--- config.mk ---
export PLATFORM = sky130hd
export DESIGN_NAME = branch_sequencer
export DESIGN_NICKNAME = d
export VERILOG_FILES = /design/src/rtl/branch_sequencer.sv
export SDC_FILE = /design/constraint.sdc
export NUM_CORES = 1
export LEC_CHECK = 0
export ABC_AREA = 1
export CORE_MARGIN = 2
export CORE_UTILIZATION = 50
export CTS_CLUSTER_SIZE = 16
export DETAILED_ROUTE_END_ITERATION = 16
export MAX_ROUTING_LAYER = met4
export PLACE_DENSITY = 0.78
export SLEW_MARGIN = 20
export SYNTH_ARGS = -nofsm -noshare
export SYNTH_HDL_FRONTEND = slang
export SYNTH_SLANG_ARGS = --single-unit
--- constraint.sdc ---
create_clock -name clock -period 2.4 [get_ports clock]
set_input_delay 0.6 -clock clock [delete_from_list [all_inputs] [get_ports clock]]
set_output_delay 0.6 -clock clock [all_outputs]
set_load 0.01 [all_outputs]
--- src/rtl/branch_sequencer.sv ---
// rtl/branch_sequencer.sv - branch/jump sequencer driving the CON flop and PC/link write ports
//
// Purpose: for each branch/jump instruction handed over by the control unit,
// strobe the condition flop, sample its registered result, compute the target
// and issue a single-cycle PC load (plus a link write for jal).
//
// Ports:
//   clock        rising-edge clock
//   reset        synchronous, active-high reset
//   start        request pulse, accepted only when idle
//   ir           instruction word, sampled with start
//   pc_in        already-incremented PC, sampled with start
//   ra_value     Ra register contents, sampled with start
//   con_ff_out   registered branch condition from the CON flop
//   con_in       one-cycle enable to the CON flop
//   pc_out       new PC value, valid when pc_load=1
//   pc_load      one-cycle PC write enable
//   link_value   return address for jal
//   link_we      one-cycle link-register write enable
//   branch_taken asserted with done when the PC was loaded
//   illegal      asserted with done for an unsupported opcode
//   busy         high from the cycle after acceptance through the done cycle
//   done         one-cycle completion pulse

module branch_sequencer #(
    parameter logic [4:0] OPC_BR  = 5'b10010,
    parameter logic [4:0] OPC_JR  = 5'b10011,
    parameter logic [4:0] OPC_JAL = 5'b10100,
    parameter int         C_WIDTH = 19
) (
    input  logic        clock,
    input  logic        reset,
    input  logic        start,
    input  logic [31:0] ir,
    input  logic [31:0] pc_in,
    input  logic [31:0] ra_value,
    input  logic        con_ff_out,
    output logic        con_in,
    output logic [31:0] pc_out,
    output logic        pc_load,
    output logic [31:0] link_value,
    output logic        link_we,
    output logic        branch_taken,
    output logic        illegal,
    output logic        busy,
    output logic        done
);

    localparam logic [2:0] IDLE   = 3'd0;
    localparam logic [2:0] STROBE = 3'd1;
    localparam logic [2:0] SAMPLE = 3'd2;
    localparam logic [2:0] JUMP   = 3'd3;
    localparam logic [2:0] FINISH = 3'd4;

    logic [2:0]         state;
    logic [4:0]         opCap;
    logic [C_WIDTH-1:0] dispCap;
    logic [31:0]        pcCap;
    logic [31:0]        raCap;
    logic [31:0]        branchTarget;

    // Bits between the opcode and the displacement carry no meaning here.
    logic unusedIrBits;
    assign unusedIrBits = ^ir[26:C_WIDTH];

    // Displacement is sign-extended; the add wraps modulo 2^32.
    assign branchTarget = pcCap + {{(32-C_WIDTH){dispCap[C_WIDTH-1]}}, dispCap};

    always_ff @(posedge clock) begin
        if (reset) begin
            state        <= IDLE;
            opCap        <= '0;
            dispCap      <= '0;
            pcCap        <= '0;
            raCap        <= '0;
            con_in       <= 1'b0;
            pc_out       <= '0;
            pc_load      <= 1'b0;
            link_value   <= '0;
            link_we      <= 1'b0;
            branch_taken <= 1'b0;
            illegal      <= 1'b0;
            busy         <= 1'b0;
            done         <= 1'b0;
        end else begin
            case (state)
                IDLE: begin
                    if (start) begin
                        opCap   <= ir[31:27];
                        dispCap <= ir[C_WIDTH-1:0];
                        pcCap   <= pc_in;
                        raCap   <= ra_value;
                        busy    <= 1'b1;
                        if (ir[31:27] == OPC_BR) begin
                            state  <= STROBE;
                            con_in <= 1'b1;
                        end else begin
                            state <= JUMP;
                        end
                    end
                end
                STROBE: begin
                    // CON flop captures on this edge; its result is valid next cycle.
                    con_in <= 1'b0;
                    state  <= SAMPLE;
                end
                SAMPLE: begin
                    if (con_ff_out) begin
                        pc_out       <= branchTarget;
                        pc_load      <= 1'b1;
                        branch_taken <= 1'b1;
                    end
                    done  <= 1'b1;
                    state <= FINISH;
                end
                JUMP: begin
                    if (opCap == OPC_JR || opCap == OPC_JAL) begin
                        pc_out       <= raCap;
                        pc_load      <= 1'b1;
                        branch_taken <= 1'b1;
                        if (opCap == OPC_JAL) begin
                            link_value <= pcCap;
                            link_we    <= 1'b1;
                        end
                    end else begin
                        illegal <= 1'b1;
                    end
                    done  <= 1'b1;
                    state <= FINISH;
                end
                FINISH: begin
                    // pc_out and link_value deliberately hold their last value.
                    pc_load      <= 1'b0;
                    link_we      <= 1'b0;
                    branch_taken <= 1'b0;
                    illegal      <= 1'b0;
                    done         <= 1'b0;
                    busy         <= 1'b0;
                    state        <= IDLE;
                end
                default: begin
                    state <= IDLE;
                end
            endcase
        end
    end

endmodule

==> reports/qor.tcl, run 1 <==
set qor(final_antenna_net_count) 0
set qor(grt_antenna_before_repair) 0
set qor(final-setup-viol-count) 0
set qor(timing.reg2reg.worst_path_depth) 12
set qor(clock_power_share) 0.344
set qor(grt_max_degree) 85
set qor(p_comb_frac) 0.246
set qor(die-area_mm2) 0.01742
set qor(grt_pass1_vias) 7513
set qor(port_buffers) 162
set qor(initialDrtViolationCount) 547
set qor(die-height_um) 132.0
set qor(fp.coreArea_mm2) 0.01594
set qor(initial_utilization) 0.5138
set qor(startpoint_type) {flip-flop}
set qor(netlist_instances) 1239
set qor(final.setup_skew_ns) 0.007425
set qor(n_antenna_cell) 0
set qor(mean_syn_cell_area_um2) 6.611
set qor(clock_tree_from_tritoncts) {done}
set qor(cts-buffers-inserted) 17
set qor(placer_s_final_routability_congestion_estimate) 0.8999
set qor(final_common_cell) {nand2_1}
set qor(power_leakage_nw) 5.016
set qor(cts_max_level) 4
set qor(viasPerCell) 5.029
set qor(synth.lib_cells_used.distinct) 34
set qor(finish.net_count) 1516
set qor(worstPathMaxFanout) 5
set qor(critical_path.reg2reg.endpoint) {pc_out[20]}
set qor(vias) 8111
set qor(worst-endpoint-arrival_ns) 2.50
set qor(power.switching_fraction) 0.3086
set qor(run_status) {finished, final reports clean}
set qor(wire_per_inst_um) 13.54
set qor(layout_common_cells) {nand2_1 (269), nor2_1 (203), clkdlybuf4s50_1 (162), dfxtp_1 (161), inv_1 (153)}
set qor(cts.reportedPaths.clkPinSlew_ns) 0.06
set qor(syn2layout_area_growth_pct) 28.96
set qor(power_mw) 7.616
set qor(share_of_cells_above_drive_strength_1) 0.04510
set qor(worstHoldPathType) {flip-flop to flip-flop}
set qor(post_synth_instance_area_mm2) 0.008192
set qor(min_delay_worst_endpoint) {raCap[19]}
set qor(final-hold-violation-count) 0
set qor(totalNegativeSetupSlack_ns) 0
set qor(ys_seq_elements) 161
set qor(synth_top_cell_by_area) {dfxtp_1}
set qor(grt_first_pass_wirelength_mm) 36.67
set qor(path_class) {flip-flop to flip-flop}
set qor(worst_setup_path_end_kind) {flip-flop}
set qor(ios) 171
set qor(max_freq_mhz) 453.3
set qor(share_seq_of_total_power) 0.410
set qor(post-dp-hpwl_mm) 15.92
set qor(cts_post_setup_buffers_inserted) 0
set qor(yosysSeqAreaShare) 0.3935
set qor(synth.top_cell.area_share) 0.3935
set qor(cts_max_path_buffers) 2
set qor(synth_warnings) 0
set qor(cts_resized) 0
set qor(hold_path_startpoint) {raCap[19]}
set qor(tightestPinTransition_ns) 0.4407
set qor(min_path_cells) 2
set qor(final_core_util) 0.6626
set qor(r2r_start) {pcCap[0]}
set qor(drv.max_cap_violation_count) 0
set qor(fin_crit_sh) 0.9192
set qor(cellPowerDensity_mw_per_mm2) 721.0
set qor(root_buffer) {clkbuf_16}
set qor(grt_use_total) 0.2636
set qor(worst-r2r-setup-slack_ns) 0.19
set qor(standard_cell_rows) 46
set qor(fin_crit_ns) 2.206
set qor(detailed_routing_iterations_pass_1) 5
set qor(wl_mm) 21.83
set qor(clock-sinks) 161
set qor(syn-num-nets) 1371
set qor(dominant_cells_by_area_after_synthesis) {dfxtp_1 (39%), nand2_1 (12%), nor2_1 (9.3%), a21oi_1 (7.8%), inv_1 (7.1%)}
set qor(power_switching_mw) 2.350
set qor(timing.max_slew.rel_slack) 0.7058
set qor(grt_setup_unrepaired) {false}
set qor(grt.overflow.total) 0
set qor(cell_internal_pwr_mw) 5.266
set qor(die_width_um) 132.0
set qor(number_of_hold_buffers_added_after_cts) 0
set qor(fillerInstances) 1460
set qor(worst_ep_required_time_ns) 2.70
set qor(irDropWorstVdd_v) 0.0005411
set qor(clock_insertion_delay_worst_skew_ns) 0.42
set qor(drt_drc_violations_left) 0
set qor(finalMaxSlewViolations) 0
==> cell usage after synthesis <==
| library cell | n |
|---|---|
| nand3_1 | 44 |
| o211ai_2 | 1 |
| fa_1 | 1 |
| nor3_2 | 1 |
| nand4_1 | 4 |
| o211ai_1 | 1 |
| nand2_1 | 269 |
| buf_2 | 14 |
| nand3b_1 | 1 |
| xnor2_1 | 4 |
| a21oi_1 | 127 |
| clkbuf_1 | 29 |
| buf_6 | 5 |
| nor3_1 | 6 |
| a31o_2 | 1 |
| a31oi_1 | 3 |
| a211oi_1 | 2 |
| ha_1 | 31 |
| o21bai_1 | 3 |
| nor4_1 | 1 |
| inv_1 | 154 |
| buf_1 | 2 |
| buf_4 | 4 |
| nor2_2 | 2 |
| nand2_4 | 1 |
| dfxtp_1 | 161 |
| o21ai_0 | 102 |
| o21ai_1 | 42 |
| a21o_1 | 1 |
| xor2_1 | 7 |
| nor2_4 | 3 |
| inv_2 | 8 |
| nor2_1 | 203 |
| or2_2 | 1 |
==> logic make-up (layout without fill, tap and decap cells) <==
family,after synthesis,count (layout),share of synthesized area
AOI/OAI and AO/OA,283,283,0.1769
xor gates and xnor gates,11,11,0.01176
adders and majority gates,32,32,0.04979
buffers and inverters,216,374,0.1075
DFF,161,161,0.3935
and+or+nand+nor,536,536,0.2606
==> through the flow <==
| step | setup WS (ns) | cell area [um^2] | hold slack (ns) | cells |
|---|---|---|---|---|
| global route | 0.03269 | 10560 | 0.4775 | 1613 |
| global placement | 0.2648 | 9997 | 0.4384 | 1581 |
| finish | 0.1940 | 10560 | 0.4560 | 1613 |
| CTS | 0.2119 | 10560 | 0.4557 | 1613 |
| detailed placement | 0.2350 | 9997 | 0.4450 | 1581 |
| floorplan | 0.5687 | 8192 | 0.4297 | 1239 |
==> layout make-up <==
class | instances | area [um^2] | share of cell area
Sequential cell | 161 | 3223 | 0.3051
Clock inverter | 8 | 105.1 | 0.009949
Inverter | 162 | 609.3 | 0.05768
Timing Repair Buffer | 180 | 1807 | 0.1710
Clock buffer | 24 | 461.7 | 0.04370
Tap cell | 216 | 270.3 | 0.02558
Multi-Input combinational cell | 862 | 4088 | 0.3869
==> power by group through the flow <==
stage | registers, mW | logic [mW] | clock network, mW
after floorplan | 3.15 | 1.17 | 0
after global placement | 3.17 | 1.81 | 0
after detailed placement | 3.17 | 1.84 | 0
after CTS | 3.12 | 1.86 | 2.65
after global routing | 3.15 | 2.11 | 2.77
final | 3.12 | 1.87 | 2.62
==> sequential cells by signal (all words and copies together) (netlist names) <==
name          cells
link_value       32
branch_taken      1
raCap            32
illegal           1
state             3
link_we           1
con_in            1
dispCap          19
pc_out           32
opCap             5
pcCap            32
busy              1
done              1
==> worst max path at each step <==
stage	to	from	slack (ns)	depth (start not counted)
floorplan	pc_out[30]	dispCap[18]	0.57	11
global placement	pc_out[20]	pcCap[0]	0.26	12
detailed placement	pc_out[20]	pcCap[0]	0.24	12
CTS	pc_out[20]	pcCap[0]	0.21	12
global route	pc_out[28]	dispCap[18]	0.03	11
finish	pc_out[20]	pcCap[0]	0.19	12
==> per-layer routing <==
metal / up-vias / share of wire / wire length [um] / track usage
li1: 4224 / - / - / -
met1: 3612 / 0.49 / 10640 / 0.3655
met2: 257 / 0.43 / 9419 / 0.3927
met3: 18 / 0.070 / 1534 / 0.05805
met4: 0 / 0.011 / 235 / 0.06099
met5: - / 0 / 0 / -
==> critical path, cell delays in order, from the launching register on <==
cell and delay, ns:
dfxtp_1 0.33, ha_1 0.24, fa_1 0.49, nand3_1 0.12, nand3_1 0.14, nand3_1 0.11
nand3_1 0.13, nand3_1 0.14, nand2_1 0.06, nand2_1 0.05, nand3_1 0.11, nand2_1 0.10
a21oi_1 0.06
No activity file was read; power rests on OpenSTA's default activity.
==> run 2, diff against run 1 <==
CORE_UTILIZATION = 45   (was 50)
PLACE_DENSITY = 0.72   (was 0.78)
==> run 2 against run 1 <==
  * Wire length rose by 1.1%
  * Setup slack improved by 0.0035 ns
  * Register-to-register slack barely moved
  * Largest power group unchanged
  * Clock-buffer cell count fell by 7
  * First-iteration DRC count fell by 8.6%
  * Combinational power barely moved
  * Flip-flop and latch count did not move
  * Clock power rose by 5%
==> reports/qor.tcl, run 2 (synthesis results as in run 1) <==
set qor(top_signal_layer_used) {met4}
set qor(number_of_hold_buffers_added_after_cts) 0
set qor(setup.worst_path.start) {pcCap[0]}
set qor(grt.overflow.total) 0
set qor(detailed_routing_iterations_pass_1) 5
set qor(grt_setup_unrepaired) {false}
set qor(grt_max_degree) 90
set qor(root_buffer) {clkbuf_16}
set qor(final_cell_area_mm2) 0.01059
set qor(final-hold-violation-count) 0
set qor(worst-r2r-setup-slack_ns) 0.20
set qor(path_class) {flip-flop to flip-flop}
set qor(initialDrtViolationCount) 500
set qor(min_path_cells) 2
set qor(post-route-worst-setup-slack_ns) 0.1975
set qor(final_antenna_net_count) 0
set qor(wl_mm) 22.08
set qor(totalNegativeSetupSlack_ns) 0
set qor(power_mw) 7.726
set qor(clock_tree_from_tritoncts) {done}
set qor(cts.reportedPaths.clkPinSlew_ns) 0.07
set qor(initial_utilization) 0.4576
set qor(worstHoldPathType) {flip-flop to flip-flop}
set qor(hold_slack_ns) 0.4548
set qor(grt_use_total) 0.2340
set qor(final.setup_skew_ns) 0.01218
set qor(cts_post_setup_buffers_inserted) 0
set qor(worst_setup_path_end_kind) {flip-flop}
set qor(die-height_um) 138.9
set qor(syn2layout_area_growth_pct) 29.27
set qor(tightestPinTransition_ns) 0.6457
set qor(viasPerCell) 4.900
set qor(cts_max_level) 4
set qor(grt_pass1_vias) 7401
set qor(placedInstanceArea_mm2) 0.009991
set qor(run_status) {finished, final reports clean}
set qor(n_antenna_cell) 0
set qor(final-setup-viol-count) 0
set qor(startpoint_type) {flip-flop}
set qor(r2r_start) {pcCap[0]}
set qor(port_buffers) 162
set qor(layout_common_cells) {nand2_1 (269), nor2_1 (203), clkdlybuf4s50_1 (162), dfxtp_1 (161), inv_1 (153)}
set qor(drt_drc_violations_left) 0
set qor(fin_crit_sh) 0.9177
set qor(fillerInstances) 1744
set qor(timing.reg2reg.worst_path_depth) 12
set qor(placer_s_final_routability_congestion_estimate) 0.9092
set qor(cts-buffers-inserted) 17
set qor(power_leakage_nw) 5.014
set qor(cts_resized) 0
set qor(final_core_util) 0.5915
set qor(clock_insertion_delay_worst_skew_ns) 0.43
set qor(irDropWorstVdd_v) 0.0005093
set qor(worst-endpoint-arrival_ns) 2.51
set qor(die-area_mm2) 0.01930
set qor(wire_per_inst_um) 13.61
set qor(grt_antenna_before_repair) 0
set qor(critical_path.reg2reg.endpoint) {pc_out[28]}
set qor(finish.net_count) 1513
set qor(preCtsSetupSlack_ns) 0.1976
set qor(min_delay_worst_endpoint) {raCap[29]}
set qor(final-instance-count-excl-fill) 1623
set qor(fp.coreArea_mm2) 0.01790
set qor(cellPowerDensity_mw_per_mm2) 729.6
set qor(vias) 7952
set qor(clock-sinks) 161
set qor(standard_cell_rows) 49
set qor(finalMaxSlewViolations) 0
set qor(cts_max_path_buffers) 2
set qor(die_width_um) 138.9
set qor(post-dp-hpwl_mm) 16.07
set qor(ios) 171
set qor(final_common_cell) {nand2_1}
set qor(route.layer.met1.wl_mm) 11.37
set qor(share_of_cells_above_drive_strength_1) 0.04735
set qor(drv.max_cap_violation_count) 0
set qor(placedCellCount) 1591
set qor(met3_wire_length_mm) 1.455
set qor(timing.max_slew.rel_slack) 0.5656
set qor(met2WireLength_mm) 8.999
set qor(fin_crit_ns) 2.203
set qor(worstPathMaxFanout) 5
set qor(hold_path_startpoint) {raCap[29]}
set qor(max_freq_mhz) 454.0
set qor(grt_first_pass_wirelength_mm) 36.13
set qor(worst_ep_required_time_ns) 2.71
==> run 2: final cells by class <==
class / count / area [um^2] / area share
clock buffer: 17 / 425.4 / 0.04017
clock inverter: 15 / 172.7 / 0.01631
inverter: 162 / 609.3 / 0.05754
multi-input combinational: 862 / 4088 / 0.3860
sequential: 161 / 3223 / 0.3044
tap: 229 / 286.5 / 0.02706
timing repair buffer: 177 / 1784 / 0.1685
==> run 2: power breakdown <==
part	leakage (nW)	switching (mW)	internal, mW
clock	0.282	1.19	1.56
sequential	1.32	0.178	2.95
combinational	3.41	1.10	0.748
total	5.01	2.47	5.26
==> run 2: worst max-delay path by stage <==
stage          slack (ns)         end
2_1_floorplan        0.57  pc_out[30]
3_3_place_gp         0.21    state[1]
6_report             0.20  pc_out[28]
4_1_cts              0.20  pc_out[28]
5_1_grt             0.009  pc_out[28]
3_5_place_dp         0.20    state[1]
==> run 2: critical path, stage by stage, from the launching register on <==
cell	delay [ns]
dfxtp_1	0.33
ha_1	0.24
fa_1	0.47
nand3_1	0.12
nand3_1	0.14
nand3_1	0.10
nand3_1	0.15
nand2_1	0.17
nand2_1	0.07
nand2_1	0.06
nand3_1	0.08
nand2_1	0.08
a21oi_1	0.06
==> run 2: per-layer routing <==
layer	vias up	GRT usage
li1	4213	-
met1	3501	0.3428
met2	222	0.3280
met3	16	0.04454
met4	0	0.06592
met5	-	-
